`src/rtl/regfile_pkg.sv`:
```
`default_nettype none
// ============================================================================
// Module      : regfile_pkg
// Description : Shared constants, address type and requester index for the
//               register-file writeback arbiter.
// Revision    : 1.0 - initial release
// ============================================================================
package regfile_pkg;

    localparam int XLEN = 32;
    localparam int NREG = 32;
    localparam int AW   = 5;

    typedef logic [AW-1:0] reg_addr_t;

    typedef enum logic {
        REQ_ALU = 1'b0,
        REQ_LSU = 1'b1
    } req_idx_e;

endpackage
`default_nettype wire

```
`src/rtl/regfile_wb_arbiter_rr_arb2.sv`:
```
`default_nettype none
// ============================================================================
// Module      : rr_arb2
// Description : Two-way round-robin arbiter. A lone request always wins; on
//               contention the requester not granted last wins. The
//               last-granted record only moves when something is granted.
// Revision    : 1.0 - initial release
// ============================================================================
module rr_arb2
    import regfile_pkg::*;
(
    input  logic       clk,
    input  logic       rst,
    input  logic [1:0] req,
    output logic [1:0] gnt
);

    req_idx_e rr_last_q;
    req_idx_e rr_last_d;

    // Grant selection and next last-granted record
    always_comb begin
        gnt       = 2'b00;
        rr_last_d = rr_last_q;
        if (req == 2'b11) begin
            gnt = (rr_last_q == REQ_LSU) ? 2'b01 : 2'b10;
        end else begin
            gnt = req;
        end
        if (gnt[1]) begin
            rr_last_d = REQ_LSU;
        end else if (gnt[0]) begin
            rr_last_d = REQ_ALU;
        end
    end

    // Last-granted flop; reset favours the ALU on the first contention
    always_ff @(posedge clk or posedge rst) begin
        if (rst) begin
            rr_last_q <= REQ_LSU;
        end else begin
            rr_last_q <= rr_last_d;
        end
    end

endmodule
`default_nettype wire

```
`src/rtl/regfile_wb_arbiter.sv`:
```
`default_nettype none
// ============================================================================
// Module      : regfile_wb_arbiter
// Description : Shares the register file write port between the ALU and the
//               load unit, registers the winner onto the write port and keeps
//               a pending-write scoreboard for decode RAW hazard checks.
//               Optional macro REGFILE_WB_FWD_EN adds writeback-cycle
//               forwarding outputs so busy drops one cycle earlier.
// Revision    : 1.0 - initial release
// ============================================================================
module regfile_wb_arbiter
    import regfile_pkg::*;
(
    input  logic            pll_1_200MHz,
    input  logic            rst,
    input  logic            iss_valid,
    input  reg_addr_t       iss_rd,
    output logic            iss_ready,
    input  logic            req0_valid,
    input  reg_addr_t       req0_rd,
    input  logic [XLEN-1:0] req0_data,
    output logic            req0_ready,
    input  logic            req1_valid,
    input  reg_addr_t       req1_rd,
    input  logic [XLEN-1:0] req1_data,
    output logic            req1_ready,
    output logic            wb_we,
    output reg_addr_t       wb_rd,
    output logic [XLEN-1:0] wb_data,
    input  reg_addr_t       rs1,
    input  reg_addr_t       rs2,
`ifdef REGFILE_WB_FWD_EN
    output logic            rs1_fwd,
    output logic            rs2_fwd,
    output logic [XLEN-1:0] rs1_fwd_data,
    output logic [XLEN-1:0] rs2_fwd_data,
`endif
    output logic            rs1_busy,
    output logic            rs2_busy
);

    logic [1:0]      w_gnt;
    logic            w_any_gnt;
    reg_addr_t       w_sel_rd;
    logic [XLEN-1:0] w_sel_data;
    logic            w_iss_fire;

    logic            wb_we_q,   wb_we_d;
    reg_addr_t       wb_rd_q,   wb_rd_d;
    logic [XLEN-1:0] wb_data_q, wb_data_d;
    logic [NREG-1:0] pending_q, pending_d;

    rr_arb2 u_arb (
        .clk (pll_1_200MHz),
        .rst (rst),
        .req ({req1_valid, req0_valid}),
        .gnt (w_gnt)
    );

    assign req0_ready = w_gnt[REQ_ALU];
    assign req1_ready = w_gnt[REQ_LSU];
    assign w_any_gnt  = |w_gnt;

    // Winner mux and next write-port values; x0 writes are consumed silently
    always_comb begin
        w_sel_rd   = w_gnt[REQ_LSU] ? req1_rd   : req0_rd;
        w_sel_data = w_gnt[REQ_LSU] ? req1_data : req0_data;
        wb_we_d    = w_any_gnt && (w_sel_rd != '0);
        wb_rd_d    = w_any_gnt ? w_sel_rd   : wb_rd_q;
        wb_data_d  = w_any_gnt ? w_sel_data : wb_data_q;
    end

    assign iss_ready  = ~pending_q[iss_rd];
    assign w_iss_fire = iss_valid & iss_ready;

    // Scoreboard update: writeback clears, issue sets (set wins), x0 never pending
    always_comb begin
        pending_d = pending_q;
        if (wb_we_q) begin
            pending_d[wb_rd_q] = 1'b0;
        end
        if (w_iss_fire) begin
            pending_d[iss_rd] = 1'b1;
        end
        pending_d[0] = 1'b0;
    end

    // Write-port register and scoreboard state
    always_ff @(posedge pll_1_200MHz or posedge rst) begin
        if (rst) begin
            wb_we_q   <= 1'b0;
            wb_rd_q   <= '0;
            wb_data_q <= '0;
            pending_q <= '0;
        end else begin
            wb_we_q   <= wb_we_d;
            wb_rd_q   <= wb_rd_d;
            wb_data_q <= wb_data_d;
            pending_q <= pending_d;
        end
    end

    assign wb_we   = wb_we_q;
    assign wb_rd   = wb_rd_q;
    assign wb_data = wb_data_q;

`ifdef REGFILE_WB_FWD_EN
    // A write landing this cycle can be bypassed, so the reader need not stall
    assign rs1_fwd      = wb_we_q && (wb_rd_q == rs1) && (rs1 != '0);
    assign rs2_fwd      = wb_we_q && (wb_rd_q == rs2) && (rs2 != '0);
    assign rs1_fwd_data = wb_data_q;
    assign rs2_fwd_data = wb_data_q;
    assign rs1_busy     = pending_q[rs1] & ~rs1_fwd;
    assign rs2_busy     = pending_q[rs2] & ~rs2_fwd;
`else
    assign rs1_busy     = pending_q[rs1];
    assign rs2_busy     = pending_q[rs2];
`endif

endmodule
`default_nettype wire

```
`config.mk`:
```
export PLATFORM = sky130hd
export DESIGN_NAME = regfile_wb_arbiter
export DESIGN_NICKNAME = d
export VERILOG_FILES = /design/src/rtl/regfile_pkg.sv /design/src/rtl/regfile_wb_arbiter_rr_arb2.sv /design/src/rtl/regfile_wb_arbiter.sv
export SDC_FILE = /design/constraint.sdc
export NUM_CORES = 1
export LEC_CHECK = 0
export BUFFER_PORTS_ARGS = -buffer_cell sky130_fd_sc_hd__buf_2
export CAP_MARGIN = 20
export CORE_AREA = 4 4 122 124
export CTS_CLUSTER_DIAMETER = 120
export DETAILED_ROUTE_END_ITERATION = 10
export DIE_AREA = 0 0 126 128
export GPL_ROUTABILITY_DRIVEN = 0
export MAX_ROUTING_LAYER = met4
export PLACE_DENSITY = 0.51
export SYNTH_ARGS = -nofsm -noshare
export SYNTH_HDL_FRONTEND = slang
export SYNTH_HIERARCHICAL = 1
export SYNTH_SLANG_ARGS = --single-unit
```
`constraint.sdc`:
```
create_clock -name pll_1_200MHz -period 3.2 [get_ports pll_1_200MHz]
set_clock_uncertainty 0.15 [all_clocks]
set_input_delay 0.8 -clock pll_1_200MHz [delete_from_list [all_inputs] [get_ports pll_1_200MHz]]
set_output_delay 0.8 -clock pll_1_200MHz [all_outputs]
set_load 0.005 [all_outputs]
```
==> results.json <==
{
  "finalHoldViolCount": 0,
  "design.final.nets": 624,
  "drive_gt1_share_pct": 39.4,
  "route.vias.total": 3745,
  "syn_nets": 486,
  "drc": 0,
  "grt_setup_unrepaired": "no",
  "dp_slack_ns": 0.0612,
  "clock-sinks": 70,
  "rows": 43,
  "ant_nets": 0,
  "port_buffers": 136,
  "cts_made_buffers": 9,
  "max-cap-violations": 0,
  "syn_inst": 392,
  "finalCriticalPeriod_ns": 3.15,
  "dp_hpwl_um": 9660,
  "status": "completed",
  "multi_input_area_um2": 2190,
  "max_freq_mhz": 317,
  "synth_warnings": 6,
  "design.core.area_um2": 13800,
  "final_area_um2": 5400,
  "power_density_nw_per_um2": 698,
  "post_cts_buffers": 0,
  "grt_max_degree": 78,
  "seq_area_frac_synth_pct": 43.1,
  "die_w_um": 126,
  "setup_tns_ns": 0,
  "routed_wl_um": 12900,
  "cp_max_fo": 7,
  "nFillCells": 1380,
  "fin_util_pct": 39.2,
  "end_kind": "output port",
  "ys_ff_latch": 70,
  "setup_violations": 0,
  "first_pass_iters": 4,
  "pwr-share-seq_pct": 39.5,
  "clk_path_buf_depth": 2,
  "netlist_area_um2": 4070,
  "p_sw_w": 0.00118,
  "p_int_w": 0.00258,
  "setup_ws_ns": 0.0460,
  "wl_per_cell_um": 18.0,
  "hold_buffers": 0,
  "synth_cell_type_count": 41,
  "grt.overflow.total": 0,
  "finalCritPeriodShare_pct": 98.6,
  "area_delta_synth_final_pct": 32.5,
  "dieArea_um2": 16100,
  "pwr-share-clk_pct": 33.1,
  "relSlewSlack_pct": 45.3,
  "p_comb_share_pct": 27.5,
  "hold_slack_ns": 0.306,
  "clk_pin_slew_ns": 0.06,
  "grt_usage_pct": 16.7,
  "final_max_slew_viol_count": 0,
  "min_path_type": "in -> async",
  "dpl_cell_area_um2": 5010,
  "cts_root_buffer": "clkbuf_16",
  "antenna_found_initial": 2,
  "critPathKind": "in -> out",
  "grt_pass1_vias": 3983,
  "p_sw_share_pct": 31.4,
  "arrival_ns": 2.20,
  "via_per_inst": 5.22,
  "ir_drop_mv": 0.304,
  "cts_tree": "yes",
  "critPathLaunchType": "primary input",
  "initial_core_util_pct": 29.6,
  "syn_avg_cell_area_um2": 10.4,
  "io_pins": 137,
  "cp_data_required_time_ns": 2.25,
  "grt_pass1_wl_um": 20500,
  "insertion_delay_ns": 0.34,
  "seqCellArea_um2": 1750,
  "tightest_slew_ns": 0.819,
  "drt_iter0_markers": 186,
  "htreeDepth": 3,
  "p_leak_nw": 2.39,
  "die_y_um": 128
}
==> synth_stat cells, drive strengths merged <==
master  number  area share, %
nor4         1           0.31
nand2       43            4.0
nand4        3           0.46
o21ai       89             11
nand2b       1           0.15
o211ai       2           0.37
mux2i       47             12
nor3         2           0.25
nor2b        3           0.46
nand3       11            1.5
dfrtp       69             42
clkbuf      13            1.2
o21bai       1           0.18
a21boi       2           0.37
o221a        2           0.55
mux4        16            8.9
a32oi        2           0.61
dfstp        1           0.65
o31ai       14            2.6
or3          2           0.31
inv          6           0.55
and3b        2           0.43
buf         14            2.2
nand3b      13            2.4
o22ai        1           0.31
nor3b        3           0.55
a211o        1           0.22
mux2         8            2.2
o22a         1           0.22
o311a        2           0.49
nor2         5           0.46
or3b         7            1.6
a21oi        5           0.61
==> per-layer routing <==
metal  GRT usage, %  share of wire (%)  vias to the layer above
li1               -                  -                     1749
met1           20.7                 45                     1788
met2           25.7                 44                      188
met3           5.75                9.3                       20
met4           5.36                1.6                        0
met5              -                  0                        -
==> layout make-up <==
cell class / instances / area share (%)
Antenna cell: 2 / 0.0927
Timing Repair Buffer: 154 / 15.4
Sequential cell: 70 / 32.5
Clock buffer: 10 / 4.43
Multi-Input combinational cell: 289 / 40.5
Inverter: 6 / 0.417
Clock inverter: 6 / 2.46
Tap cell: 180 / 4.17
==> worst paths after layout <==
path	start	to	slack (ns)	depth (start not counted)
hold reg to reg	u_arb/rr_last_q$_DFFE_PP1P_	u_arb/rr_last_q$_DFFE_PP1P_	0.39	2
max in group asynchronous	rst	pending_q[4]$_DFF_PP0_	1.76	3
hold / removal	rst	u_arb/rr_last_q$_DFFE_PP1P_	0.31	2
setup / recovery	iss_rd[1]	iss_ready	0.05	7
setup reg to reg	u_arb/rr_last_q$_DFFE_PP1P_	wb_data[15]$_DFFE_PP0P_	1.06	6
min in group pll_1_200MHz	u_arb/rr_last_q$_DFFE_PP1P_	u_arb/rr_last_q$_DFFE_PP1P_	0.39	2
==> cell usage in the layout (no fill, tap or decap), types with 2 or more instances in the layout <==
master | Yosys | layout
nor3b_1 | 3 | 3
mux2_2 | 8 | 8
nor2b_1 | 3 | 3
nor3_1 | 2 | 2
nand2_1 | 43 | 43
o31ai_1 | 14 | 14
and3b_1 | 2 | 2
dfrtp_1 | 69 | 69
a32oi_2 | 1 | 2
o311a_1 | 2 | 2
mux2i_1 | 47 | 47
inv_1 | 6 | 5
or3_1 | 2 | 2
buf_4 | 1 | 17
nand3_1 | 10 | 10
nand3b_1 | 13 | 13
buf_2 | 10 | 134
o21ai_0 | 85 | 85
diode_2 | 0 | 2
a21oi_1 | 5 | 5
clkbuf_16 | 0 | 9
clkbuf_4 | 0 | 2
nor2_1 | 5 | 5
or3b_2 | 6 | 6
o211ai_1 | 2 | 2
o21ai_1 | 4 | 4
a21boi_4 | 0 | 2
bufinv_16 | 0 | 4
o221a_2 | 2 | 2
nand4_1 | 3 | 3
mux4_2 | 15 | 15
==> per-stage QoR <==
step                      instances  power (W)
after floorplan                 392    0.00206
after global placement          699    0.00250
after detailed placement        699    0.00252
after CTS                       715    0.00379
after global routing            717    0.00400
final                           717    0.00377
==> power by group through the flow <==
stage	combinational [W]	clock (W)	sequential [W]
after floorplan	0.000713	0	0.00134
after global placement	0.00101	0	0.00149
after detailed placement	0.00103	0	0.00148
after CTS	0.00104	0.00128	0.00147
after global routing	0.00116	0.00132	0.00152
final	0.00103	0.00125	0.00149
==> critical path, cell delays in order <==
cell,delay (ns)
buf_2,0.18
buf_4,0.17
mux2_2,0.34
a32oi_2,0.19
nor2_1,0.08
nor4_2,0.26
buf_2,0.17
==> flip-flops by register name, indices dropped and copies added (netlist names) <==
register / cells
pending_q: 31
u_arb/rr_last_q: 1
wb_we: 1
wb_data: 32
wb_rd: 5
==> logic make-up (layout without fill, tap and decap cells) <==
group	count (synthesis)	after routing	share of synthesized area, %
AOI/OAI and AO/OA	122	122	17.5
other	0	2	0
buffers and inverters	33	176	4.00
and+or+nand+nor	96	96	12.8
muxes	71	71	22.7
DFF	70	70	43.1
==> repair_timing <==
action,CTS,global route
hold endpoints to repair,0,0
gates resized for setup,0,3
endpoints found under the setup margin,0,3
No activity file was read; power rests on OpenSTA's default activity.
